===== config.mk =====
export PLATFORM = sky130hd
export DESIGN_NAME = bw_io_cmos_edgelogic_bank
export DESIGN_NICKNAME = d
export VERILOG_FILES = /design/src/rtl/bw_io_edge_pkg.sv /design/src/rtl/bw_io_cmos_edgelogic_ch.sv /design/src/rtl/bw_io_cmos_edgelogic_bank.sv
export SDC_FILE = /design/constraint.sdc
export NUM_CORES = 1
export LEC_CHECK = 0
export BUFFER_PORTS_ARGS = -buffer_cell sky130_fd_sc_hd__buf_2
export CAP_MARGIN = 0
export CELL_PAD_IN_SITES_DETAIL_PLACEMENT = 1
export CELL_PAD_IN_SITES_GLOBAL_PLACEMENT = 1
export CORE_UTILIZATION = 31
export CTS_BUF_LIST = sky130_fd_sc_hd__clkbuf_8
export CTS_CLUSTER_SIZE = 16
export DETAILED_ROUTE_END_ITERATION = 10
export GPL_ROUTABILITY_DRIVEN = 0
export PLACE_DENSITY_LB_ADDON = 0.15
export SYNTH_ARGS = -nofsm -noshare
export SYNTH_HDL_FRONTEND = slang
export SYNTH_SLANG_ARGS = --single-unit

===== constraint.sdc =====
create_clock -name clk_i -period 1.5 [get_ports clk_i]
set_input_delay 0.3 -clock clk_i [delete_from_list [all_inputs] [get_ports clk_i]]
set_output_delay 0.3 -clock clk_i [all_outputs]
set_load 0.01 [all_outputs]

===== src/rtl/bw_io_edge_pkg.sv =====
// ---------------------------------------------------------------------------
// bw_io_edge_pkg
// Shared definitions for the CMOS pad edge-logic bank.
//   - Bit positions of the three boundary-scan bits owned by one pad channel.
//   - Helper functions that turn a (data, enable) pair into the pull-up and
//     active-low pull-down drive levels of a CMOS pad.
// ---------------------------------------------------------------------------
package bw_io_edge_pkg;

  // Layout of one boundary-scan cell, LSB nearest the serial output
  localparam int BSR_OE     = 2;
  localparam int BSR_DATA   = 1;
  localparam int BSR_IN     = 0;
  localparam int BSR_CELL_W = 3;

  // Pull-up is on only when enabled and driving a one
  function automatic logic pad_up_f(input logic d, input logic e);
    return d & e;
  endfunction

  // Pull-down (active-low) is on only when enabled and driving a zero,
  // so a disabled pad sits with up=0 / dn_l=1, i.e. tristated
  function automatic logic pad_dn_l_f(input logic d, input logic e);
    return ~(~d & e);
  endfunction

endpackage


===== src/rtl/bw_io_cmos_edgelogic_ch.sv =====
// ---------------------------------------------------------------------------
// bw_io_cmos_edgelogic_ch
// One pad channel of the CMOS edge-logic bank.
//   - Registers core drive data / output enable (1-cycle latency).
//   - Synchronises the asynchronous pad receiver output (2 flops) and
//     glitch-filters it (a level must persist FILT_CNT cycles to pass).
//   - Owns a 3-bit boundary-scan cell {oe, data, in} with capture/shift and
//     a matching set of update latches that can take over the pad and the
//     core-facing receive value while test mode is active.
// Ports
//   clk_i, rst_l_i      clock, asynchronous active-low reset
//   data_i, oe_i        core drive data / output enable
//   rcvr_data_i         pad receiver output (asynchronous)
//   tm_i                test mode: drive/receive from update latches
//   si_i, so_o          serial chain in (from upper neighbour) / out (bit 0)
//   shift_i, capture_i, update_i   boundary-scan controls
//   pad_up_o, pad_dn_l_o          pad drive
//   to_core_o           filtered receive data or update-latch value
// ---------------------------------------------------------------------------
module bw_io_cmos_edgelogic_ch
  import bw_io_edge_pkg::*;
#(
  parameter int FILT_CNT = 4,
  parameter int FILT_W   = 3
) (
  input  logic clk_i,
  input  logic rst_l_i,
  input  logic data_i,
  input  logic oe_i,
  input  logic rcvr_data_i,
  input  logic tm_i,
  input  logic si_i,
  input  logic shift_i,
  input  logic capture_i,
  input  logic update_i,
  output logic pad_up_o,
  output logic pad_dn_l_o,
  output logic to_core_o,
  output logic so_o
);

  logic                  data_q;
  logic                  oe_q;
  logic [1:0]            rs_q;
  logic                  rs;
  logic                  filt;
  logic [BSR_CELL_W-1:0] chain_q;
  logic [BSR_CELL_W-1:0] chain_d;
  logic [BSR_CELL_W-1:0] upd_q;
  logic [BSR_CELL_W-1:0] upd_d;
  logic                  drv_d;
  logic                  drv_e;

  // Functional drive registers and the receive synchroniser
  always_ff @(posedge clk_i or negedge rst_l_i) begin
    if (!rst_l_i) begin
      data_q <= 1'b0;
      oe_q   <= 1'b0;
      rs_q   <= 2'b00;
    end else begin
      data_q <= data_i;
      oe_q   <= oe_i;
      rs_q   <= {rs_q[0], rcvr_data_i};
    end
  end

  assign rs = rs_q[1];

  // Glitch filter: the filtered level only follows the synchronised input
  // once it has disagreed for FILT_CNT consecutive cycles; any agreement
  // restarts the count, so shorter pulses never reach the core.
  if (FILT_CNT == 0) begin : g_nofilt
    assign filt = rs;
  end else begin : g_filt
    localparam logic [FILT_W-1:0] CNT_LAST = FILT_W'(FILT_CNT - 1);

    logic              filt_q;
    logic              filt_d;
    logic [FILT_W-1:0] cnt_q;
    logic [FILT_W-1:0] cnt_d;

    always_comb begin
      filt_d = filt_q;
      cnt_d  = '0;
      if (rs != filt_q) begin
        if (cnt_q == CNT_LAST) begin
          filt_d = rs;
        end else begin
          cnt_d = cnt_q + 1'b1;
        end
      end
    end

    always_ff @(posedge clk_i or negedge rst_l_i) begin
      if (!rst_l_i) begin
        filt_q <= 1'b0;
        cnt_q  <= '0;
      end else begin
        filt_q <= filt_d;
        cnt_q  <= cnt_d;
      end
    end

    assign filt = filt_q;
  end

  // Scan cell next state: capture wins over shift; shifting moves the cell
  // toward bit 0 with the upstream bit entering at the OE position. Update
  // samples the cell as it stood before this edge, so it composes with a
  // simultaneous capture or shift.
  always_comb begin
    chain_d = chain_q;
    if (capture_i) begin
      chain_d[BSR_OE]   = oe_q;
      chain_d[BSR_DATA] = data_q;
      chain_d[BSR_IN]   = filt;
    end else if (shift_i) begin
      chain_d = {si_i, chain_q[BSR_CELL_W-1:1]};
    end
    upd_d = update_i ? chain_q : upd_q;
  end

  // Scan cell and update latches
  always_ff @(posedge clk_i or negedge rst_l_i) begin
    if (!rst_l_i) begin
      chain_q <= '0;
      upd_q   <= '0;
    end else begin
      chain_q <= chain_d;
      upd_q   <= upd_d;
    end
  end

  // Test mode switches the pad and core-facing values combinationally so a
  // mode change is visible in the same cycle.
  assign drv_d      = tm_i ? upd_q[BSR_DATA] : data_q;
  assign drv_e      = tm_i ? upd_q[BSR_OE]   : oe_q;
  assign pad_up_o   = pad_up_f(drv_d, drv_e);
  assign pad_dn_l_o = pad_dn_l_f(drv_d, drv_e);
  assign to_core_o  = tm_i ? upd_q[BSR_IN] : filt;
  assign so_o       = chain_q[BSR_IN];

endmodule


===== src/rtl/bw_io_cmos_edgelogic_bank.sv =====
// ---------------------------------------------------------------------------
// bw_io_cmos_edgelogic_bank
// Clocked, scan-observable edge logic for a bank of NCH CMOS pads.
// Ports
//   clk_i, rst_l_i        core clock, asynchronous active-low reset
//   data_i, oe_i          core drive data / output enable (NCH)
//   rcvr_data_i           pad receiver outputs, asynchronous (NCH)
//   bsr_mode_i, se_i      boundary-scan mode; scan enable overrides it
//   bsr_si_i, bsr_so_o    boundary-scan serial in / registered serial out
//   bsr_shift_i, bsr_capture_i, bsr_update_i   boundary-scan controls
//   por_l_i               pad power-on reset, active-low, asynchronous
//   pad_up_o, pad_dn_l_o  pad drive (NCH)
//   bsr_up_o, bsr_dn_l_o  observation copies of the pad drive (NCH)
//   to_core_o             filtered receive data or scan data (NCH)
//   por_o                 synchronised power-on reset, active-high
// The scan chain is 3*NCH bits long; channel i owns bits 3i+2..3i and the
// serial input enters at the top of channel NCH-1.
// ---------------------------------------------------------------------------
module bw_io_cmos_edgelogic_bank
  import bw_io_edge_pkg::*;
#(
  parameter int NCH      = 8,
  parameter int FILT_CNT = 4,
  parameter int FILT_W   = 3
) (
  input  logic           clk_i,
  input  logic           rst_l_i,
  input  logic [NCH-1:0] data_i,
  input  logic [NCH-1:0] oe_i,
  input  logic [NCH-1:0] rcvr_data_i,
  input  logic           bsr_mode_i,
  input  logic           se_i,
  input  logic           bsr_si_i,
  input  logic           bsr_shift_i,
  input  logic           bsr_capture_i,
  input  logic           bsr_update_i,
  input  logic           por_l_i,
  output logic [NCH-1:0] pad_up_o,
  output logic [NCH-1:0] pad_dn_l_o,
  output logic [NCH-1:0] bsr_up_o,
  output logic [NCH-1:0] bsr_dn_l_o,
  output logic [NCH-1:0] to_core_o,
  output logic           bsr_so_o,
  output logic           por_o
);

  logic         tm;
  logic [NCH:0] chain_link;
  logic         bsr_so_q;
  logic [1:0]   por_sync_q;
  logic         por_rst_l;

  // Scan enable blocks boundary-scan mode so scan testing of the core sees
  // the functional pad path.
  assign tm = bsr_mode_i & ~se_i;

  // chain_link[i+1] feeds channel i, chain_link[i] is its bit-0 output
  assign chain_link[NCH] = bsr_si_i;

  for (genvar i = 0; i < NCH; i++) begin : g_ch
    bw_io_cmos_edgelogic_ch #(
      .FILT_CNT (FILT_CNT),
      .FILT_W   (FILT_W)
    ) u_ch (
      .clk_i       (clk_i),
      .rst_l_i     (rst_l_i),
      .data_i      (data_i[i]),
      .oe_i        (oe_i[i]),
      .rcvr_data_i (rcvr_data_i[i]),
      .tm_i        (tm),
      .si_i        (chain_link[i+1]),
      .shift_i     (bsr_shift_i),
      .capture_i   (bsr_capture_i),
      .update_i    (bsr_update_i),
      .pad_up_o    (pad_up_o[i]),
      .pad_dn_l_o  (pad_dn_l_o[i]),
      .to_core_o   (to_core_o[i]),
      .so_o        (chain_link[i])
    );
  end

  assign bsr_up_o   = pad_up_o;
  assign bsr_dn_l_o = pad_dn_l_o;

  // Serial output is retimed so the chain end never drives off-block
  // straight from a shifting flop.
  always_ff @(posedge clk_i or negedge rst_l_i) begin
    if (!rst_l_i) begin
      bsr_so_q <= 1'b0;
    end else begin
      bsr_so_q <= chain_link[0];
    end
  end

  assign bsr_so_o = bsr_so_q;

  // POR synchroniser: either reset source asserts por immediately, while
  // release ripples through two flops so por falls cleanly on clk.
  assign por_rst_l = rst_l_i & por_l_i;

  always_ff @(posedge clk_i or negedge por_rst_l) begin
    if (!por_rst_l) begin
      por_sync_q <= 2'b11;
    end else begin
      por_sync_q <= {por_sync_q[0], 1'b0};
    end
  end

  assign por_o = por_sync_q[1];

endmodule

# [After elaboration in Yosys (flattened, before gate mapping)]
# Cells that the tools add are included.
[totals] mem_bits_rw=0 latch_bits=0 register_bits=115 memories=0 input_bits=33 elab_cells=182 output_inout_bits=42 mem_bits_ro=0
[classes] eq_ne=16 n_div=0 n_mul=0 bitwise=35 add_sub_neg=8 mux=56 n_reduce_logical=9 magnitude_cmp=0 shift=0
[ops] operator="$mux W3" count=32
[ops] operator="$add A3 B1 Y3 const B" count=8
[ops] operator="$eq A3 B2 Y1 const B" count=8
[ops] operator="$mux W1" count=24
[ops] operator="$and A1 B1 Y1" count=18
[ops] operator="$not A1 Y1" count=17
[ops] operator="$reduce_and A2 Y1" count=8
[ops] operator="$ne A1 B1 Y1" count=8
[ops] operator="$reduce_bool A2 Y1" count=1

# [Depth between registers and ports, before layout]
# Gate-level depths: netlist (run 1).
[depth] depth_word=6 mapped_depth=5 mapped_depth_nobuf=3

# [Hierarchy]
# A second synthesis (run 1) with hierarchy kept.
[unflattened] hier_cells=350 area_unflattened_um2=4585.6
[by_module_without_submodules] module="bw_io_cmos_edgelogic_ch" cells_each=41 area_each_um2=545.5 n_inst=8 seq_area_each_um2=350.3
[by_module_without_submodules] module="bw_io_cmos_edgelogic_bank" cells_each=22 area_each_um2=221.5 n_inst=1 seq_area_each_um2=77.6

# [Least setup slack after synthesis (run 1)]
# No wires, ideal clock.
[synth_timing] path_kind="input -> output" from="in se_i" to="out to_core_o[0]" path_slack_ps=80 arrival_time_ps=1120 stages=5 n_path_buf=3 t_required_ps=1200 path_cell_list="nand2b_1 buf_6 buf_12 mux2_4 buf_4"
[synth_between] elab_chain_cells=3
[synth_lines] item="start: declaration" line="bw_io_cmos_edgelogic_bank.sv:32" text="input logic se_i,"
[synth_lines] item="$not A1 Y1" line="bw_io_cmos_edgelogic_bank.sv:55" text="assign tm = bsr_mode_i & ~se_i;"
[synth_lines] item="$and A1 B1 Y1" line="bw_io_cmos_edgelogic_bank.sv:55"
[synth_lines] item="$mux W1" line="bw_io_cmos_edgelogic_ch.sv:140" text="assign to_core_o = tm_i ? upd_q[BSR_IN] : filt;"
[synth_lines] item="end: declaration" line="bw_io_cmos_edgelogic_bank.sv:42" text="output logic [NCH-1:0] to_core_o,"
# Every way passes these cells.

# [Worst setup path in the final report (run 1)]
[layout_timing] from="reg g_ch[0].u_ch.upd_q[2]" to="out bsr_dn_l_o[0]"
[layout_between] elab_chain_cells=3
[layout_lines] item="start: declaration" line="bw_io_cmos_edgelogic_ch.sv:49" text="logic [BSR_CELL_W-1:0] upd_q;"
[layout_lines] item="start signal: assignment" line="bw_io_cmos_edgelogic_ch.sv:130" text="upd_q <= upd_d;"
[layout_lines] item="$mux W1" line="bw_io_cmos_edgelogic_ch.sv:137" text="assign drv_e = tm_i ? upd_q[BSR_OE] : oe_q;"
[layout_lines] item="$and A1 B1 Y1" line="bw_io_edge_pkg.sv:24" text="return ~(~d & e);"
[layout_lines] item="$not A1 Y1" line="bw_io_edge_pkg.sv:24"
[layout_lines] item="end: declaration" line="bw_io_cmos_edgelogic_bank.sv:41" text="output logic [NCH-1:0] bsr_dn_l_o,"
# Every way passes these cells.

==> results.yml, run 1 <==
flow_run:
  drv_cap: 0
power:
  clkPwrFrac_pct: 30.9
  leakage_nw: 3.12
  sw_frac_of_total_pct: 27.0
  p_switching_w: 0.00258
  peakVddDrop_mv: 0.535
  seq_power_share_pct: 43.0
  p_int_w: 0.00699
  power_density_nw_per_um2: 1470
  power_w: 0.00958
  p_comb_share_pct: 26.1
yosys:
  yosysTopAreaCell: "dfrtp_1"
  ys.flop_type: "dfrtp_1"
  yosys_warnings: 0
  avgSynthCellArea_um2: 12.9
  synth_area_um2: 4900
  synthTopCellsByArea: "dfrtp_1 (58%), mux2_2 (8.3%), buf_4 (6.6%)"
  synth_common_cells: "dfrtp_1 (113), buf_4 (43), nand2_1 (40)"
  yosys.area_share.simple_pct: 9.59
  async_flop_share_pct: 100
  ys_types: 23
  synth_seq_area_share_pct: 58.7
  syn_nets: 421
  yosys.area.top_type_share_pct: 57.7
  synth-edff-count: 0
  synth_top_family_by_area: "multiplexers"
  ys_seq_elements: 115
  yosys.cell_count.top_type: "dfrtp_1"
  synth_mux_area_share_pct: 16.0
  yosys.area_share.xor_xnor_pct: 1.43
  synth-compound-area-share_pct: 3.47
  synthCells: 380
  synthAdderAreaFrac_pct: 2.04
floorplanning:
  die_h_um: 128
  io_pins: 75
  initial_utilization_pct: 32.0
  num_rows: 45
  die-area_um2: 16300
  fp.dieW_um: 128
  coreArea_um2: 15300
critical_path:
  r2r_slack_ns: 0.23
  cp_max_fo: 2
  cp-end-kind: "primary output"
  crit_chain: "and4bb_2 -> a31oi_4 -> buf_2"
  worst_path_max_delay_cell: "dfrtp_1"
  critical-path-max-stage-delay_ns: 0.38
  cp.buffers_inverters: 1
  start_kind: "flop"
  path_class: "flop to primary output"
  critical-path-top-delay-family: "flip-flops"
  required_ns: 1.20
  worstPathArrival_ns: 1.40
sta:
  fin_hold_ws_ns: 0.190
  finalWorstSetupSlack_ns: -0.199
  finalCritPeriodShare_pct: 113
  fmaxAchievable_mhz: 589
  layout_min_cycle_time_ns: 1.70
  maxSlewViolCount: 0
  rsz0062_at_grt: "yes"
  finClkSkew_ns: 0.00876
  setup_viol: 38
  hold_violations: 0
run_status:
  failed_checks: "setup timing"
  outcome: "complete, but fails checks"
finish:
  antenna_cells: 0
  syn_to_final_growth_pct: 33.1
  utilization_pct: 42.6
  drive_gt1_share_pct: 43.1
  nFillCells: 1648
  fin_cells: 712
  fin_nets: 529
clocking:
  clockRootBuffer: "clkbuf_8"
  clock-sinks: 115
  cts_tree: "built"
  clk_pin_slew_ns: 0.07
  cts_buffer_depth: 2
  h-tree-depth: 4
  clock_latency_ns: 0.42
  cts_inserted_buffers: 17
grt:
  grt_max_degree: 49
  grtUsageMet2_pct: 23.5
  grt-ovfl-total: 0
  track_usage_pct: 14.1
  grt_pass1_wl_um: 17400
  grt.busiest_layer: "met2"
  grt_pass1_vias: 3416
  grt_use_met3_pct: 4.88
  antenna_found_initial: 0
  grt_use_met1_pct: 17.0
detailed_routing:
  detail_route.vias_per_cell: 4.36
  drc_errors: 0
  drt-total-wl_um: 10300
  drtPass1Iterations: 4
  first_iter_violations: 110
  vias: 3102
  wl_per_cell_um: 14.5
  postRouteAntennaNets: 0
worst_hold_path:
  min_path_type: "input pin to flop"
placement:
  placedCellCount: 626
  portBuffers: 74
  detailed_place_hpwl_um: 6740
  dpl_worst_slack_ns: -0.0933
==> path summary, 6_finish.rpt <==
path                                              startpoint                       to  cells past startpoint
worst max-delay path                   g_ch[0].u_ch.upd_q[2]            bsr_dn_l_o[0]                      3
worst min-delay path                                bsr_si_i  g_ch[7].u_ch.chain_q[2]                      3
worst max register to register  g_ch[0].u_ch.g_filt.cnt_q[0]        g_ch[0].u_ch.filt                      3
worst min register to register          g_ch[0].u_ch.rs_q[0]     g_ch[0].u_ch.rs_q[1]                      0
max in group asynchronous                            rst_l_i  g_ch[0].u_ch.chain_q[1]                      3
min in group asynchronous                            rst_l_i    g_ch[3].u_ch.upd_q[2]                      2
==> metrics by stage <==
stage | setup TNS, ns | instance area (um^2)
4_1_cts | -5.87 | 6340
5_1_grt | -7.69 | 6530
3_3_place_gp | -0.598 | 5350
6_report | -3.94 | 6530
2_1_floorplan | 0 | 4900
3_5_place_dp | -1.13 | 5350
==> placed cells by master, fill, tap and decap left out <==
cell type | netlist | final
xnor2_1 | 8 | 8
dfstp_2 | 2 | 2
nand2_2 | 0 | 5
mux2i_1 | 32 | 27
dfrtp_1 | 113 | 112
and2_1 | 1 | 1
buf_6 | 1 | 21
mux2_4 | 4 | 6
mux2i_2 | 0 | 5
clkinv_2 | 0 | 2
o21ai_0 | 24 | 24
nand2_4 | 0 | 3
mux2_2 | 36 | 34
a31oi_4 | 0 | 7
buf_2 | 5 | 58
buf_12 | 1 | 7
clkbuf_8 | 0 | 21
a31oi_2 | 0 | 1
dfrtp_2 | 0 | 1
ha_1 | 8 | 8
buf_4 | 43 | 31
nor2b_1 | 10 | 10
nor3b_1 | 14 | 14
dlygate4sd3_1 | 0 | 26
bufinv_16 | 0 | 3
nor3_1 | 8 | 8
conb_1 | 1 | 1
nand2_1 | 40 | 32
inv_1 | 8 | 14
and4bb_2 | 8 | 8
nand2b_4 | 0 | 1
==> tightest hold or removal path, cell delays in order <==
cell	delay, ns
buf_2	0.08
mux2i_1	0.06
o21ai_0	0.13
==> area by class of cell <==
| cell class | count | area, um^2 | share of cell area (%) |
|---|---|---|---|
| Sequential cell | 115 | 2880 | 44.1 |
| Multi-Input combinational cell | 203 | 1780 | 27.3 |
| Timing Repair Buffer | 143 | 1160 | 17.8 |
| Clock buffer | 21 | 289 | 4.43 |
| Tap cell | 211 | 264 | 4.04 |
| Clock inverter | 11 | 123 | 1.88 |
| Inverter | 8 | 30.0 | 0.460 |
==> registers in the layout, indices dropped and copies added (netlist names) <==
name	cells
g_ch.u_ch.g_filt.cnt_q	24
g_ch.u_ch.filt	8
bsr_so_o	1
por_sync_q	2
g_ch.u_ch.upd_q	24
g_ch.u_ch.oe_q	8
g_ch.u_ch.data_q	8
g_ch.u_ch.chain_q	24
g_ch.u_ch.rs_q	16
==> timing repair <==
action | 4_1_cts | 5_1_grt
hold buffers | 26 | 0
gates resized for setup | 29 | 27
buffers inserted | 20 | 8
pin swaps | 5 | 3
hold endpoints to repair | 38 | 0
endpoints found under the setup margin | 40 | 40
==> cell families after synthesis <==
family                     Yosys count
AOI/OAI and AO/OA                   32
xor gates and xnor gates             8
DFF                                115
buffers and inverters               62
muxes                               72
other                                1
and+or+nand+nor                     82
adders and majority gates            8
==> routing by layer <==
layer | vias up | share of wire, %
li1 | 1473 | -
met1 | 1562 | 46
met2 | 57 | 50
met3 | 10 | 3.5
met4 | 0 | 1.4
met5 | - | 0
==> power by group through the flow <==
stage	combinational, W	clock [W]	sequential, W
after CTS	0.00236	0.00306	0.00412
after floorplan	0.00145	0	0.00408
after detailed placement	0.00175	0	0.00426
final	0.00250	0.00296	0.00412
after global placement	0.00168	0	0.00423
after global routing	0.00278	0.00321	0.00421
Power figures use the tool's default switching activity.
==> run 2: changes to the inputs <==
--- a/config.mk
+++ b/config.mk
@@ -14,7 +14,8 @@
 export CTS_CLUSTER_SIZE = 16
 export DETAILED_ROUTE_END_ITERATION = 10
 export GPL_ROUTABILITY_DRIVEN = 0
-export PLACE_DENSITY_LB_ADDON = 0.15
+export PLACE_DENSITY = 0.65
+export SLEW_MARGIN = 10
 export SYNTH_ARGS = -nofsm -noshare
 export SYNTH_HDL_FRONTEND = slang
 export SYNTH_SLANG_ARGS = --single-unit
==> run 2 against run 1 <==
Compared with the run above: the run still ends with setup timing left; register-to-register slack better by 0.02 ns; critical path depth stayed put; worst hold slack better by 0.031 ns; core utilization is 0.11 points higher; worst setup slack worse by 0.025 ns.
==> results.yml, run 2 (same netlist as run 1, synthesis figures left out) <==
critical_path:
  rr_worst_depth: 3
  cp_max_fo: 3
  r2r_start: "g_ch[0].u_ch.g_filt.cnt_q[0]"
  required_ns: 1.20
  r2r_slack_ns: 0.25
  reg2reg_to: "g_ch[0].u_ch.filt"
  worstPathArrival_ns: 1.42
  cp-end-kind: "primary output"
  start_kind: "flop"
  path_class: "flop to primary output"
finish:
  drive_gt1_share_pct: 43.0
  utilization_pct: 42.7
  fin_area_um2: 6550
  layout_commonest_cell: "dfrtp_1"
  fin_nets: 528
  nFillCells: 1630
  antenna_cells: 0
  layout_common_cells: "dfrtp_1 (112), buf_2 (62), nand2_1 (35)"
  syn_to_final_growth_pct: 33.4
  reg_top3: "g_ch.u_ch.chain_q x24, g_ch.u_ch.g_filt.cnt_q x24, g_ch.u_ch.upd_q x24"
detailed_routing:
  drtPass1Iterations: 4
  first_iter_violations: 102
  detail_route.vias_per_cell: 4.45
  drt-total-wl_um: 10800
  drc_errors: 0
  postRouteAntennaNets: 0
  wl_per_cell_um: 15.3
  vias: 3165
worst_hold_path:
  hold_start: "bsr_si_i"
  min_path_type: "input pin to flop"
  min_path_cells: 3
  whs_endpoint: "g_ch[7].u_ch.chain_q[2]"
run_status:
  failed_checks: "setup timing"
  outcome: "complete, but fails checks"
power:
  power_w: 0.00970
  leakage_nw: 3.12
  peakVddDrop_mv: 1.03
  power_density_nw_per_um2: 1480
floorplanning:
  coreArea_um2: 15300
  die_h_um: 128
  num_rows: 45
  die-area_um2: 16300
  fp.dieW_um: 128
  initial_utilization_pct: 32.0
  io_pins: 75
sta:
  hold_violations: 0
  setup_viol: 39
  finalCritPeriodShare_pct: 115
  finClkSkew_ns: 0.0108
  layout_min_cycle_time_ns: 1.72
  fmaxAchievable_mhz: 580
  finalWorstSetupSlack_ns: -0.223
  rsz0062_at_grt: "yes"
  maxSlewViolCount: 0
clocking:
  clock-sinks: 115
  clockRootBuffer: "clkbuf_8"
  clk_pin_slew_ns: 0.07
  h-tree-depth: 4
  cts_buffer_depth: 2
  cts_inserted_buffers: 17
  cts_tree: "built"
  clock_latency_ns: 0.43
grt:
  antenna_found_initial: 0
  grt_pass1_vias: 3508
  grt-ovfl-total: 0
  track_usage_pct: 14.7
  grt_max_degree: 49
  grt_pass1_wl_um: 17900
placement:
  dpl_worst_slack_ns: -0.0793
  portBuffers: 74
  dpl-instance-area_um2: 5330
  detailed_place_hpwl_um: 6780
flow_run:
  drv_cap: 0
[run 2: layer usage]
layer	global-route usage [%]	part of all wire [%]	up-vias
met5	0	0	-
met4	4.78	1.2	0
met3	4.67	3.5	14
met2	25.5	53	56
met1	17.1	42	1620
li1	-	-	1475
[run 2: worst max-delay path by stage]
| stage | to | start | cells after the start |
|---|---|---|---|
| 4_1_cts | pad_dn_l_o[0] | g_ch[0].u_ch.upd_q[2] | 3 |
| 6_report | pad_dn_l_o[6] | g_ch[6].u_ch.upd_q[2] | 3 |
| 2_1_floorplan | to_core_o[0] | se_i | 5 |
| 3_3_place_gp | to_core_o[7] | bsr_mode_i | 5 |
| 5_1_grt | pad_dn_l_o[6] | g_ch[6].u_ch.upd_q[2] | 3 |
| 3_5_place_dp | to_core_o[4] | se_i | 5 |
[run 2: power breakdown]
group          total, W  leakage (nW)  switching [W]  internal (W)
registers       0.00413          1.41       0.000404       0.00372
logic           0.00249          1.49        0.00101       0.00148
clock network   0.00308         0.227        0.00121       0.00187
[run 2: cell type report]
| class | count | area [um^2] | area share [%] |
|---|---|---|---|
| Inverter | 8 | 30.0 | 0.459 |
| Tap cell | 211 | 264 | 4.03 |
| Clock buffer | 19 | 262 | 4.00 |
| Sequential cell | 115 | 2880 | 44.0 |
| Multi-Input combinational cell | 203 | 1780 | 27.2 |
| Clock inverter | 13 | 165 | 2.52 |
| Timing Repair Buffer | 142 | 1160 | 17.7 |
[run 2: per-stage QoR]
| step | hold slack [ns] | TNS [ns] | cells |
|---|---|---|---|
| 3_5_place_dp | 0.211 | -1.12 | 622 |
| 6_report | 0.220 | -4.56 | 711 |
| 3_3_place_gp | 0.209 | -0.329 | 622 |
| 4_1_cts | 0.193 | -5.89 | 703 |
| 2_1_floorplan | 0.00441 | 0 | 380 |
| 5_1_grt | 0.231 | -7.76 | 711 |
[run 2: worst max-delay path: stages (launching register included)]
cell and delay [ns]:
dfrtp_1 0.40, and4bb_2 0.26, a31oi_4 0.17, buf_2 0.16
[run 2: what timing repair did]
action	in CTS	in global routing
buffers inserted	22	9
resized for setup	30	20
gates cloned	1	0
pin swaps	7	7
hold buffers	26	0
endpoints found under the setup margin	40	40
endpoints found under the hold margin	40	0
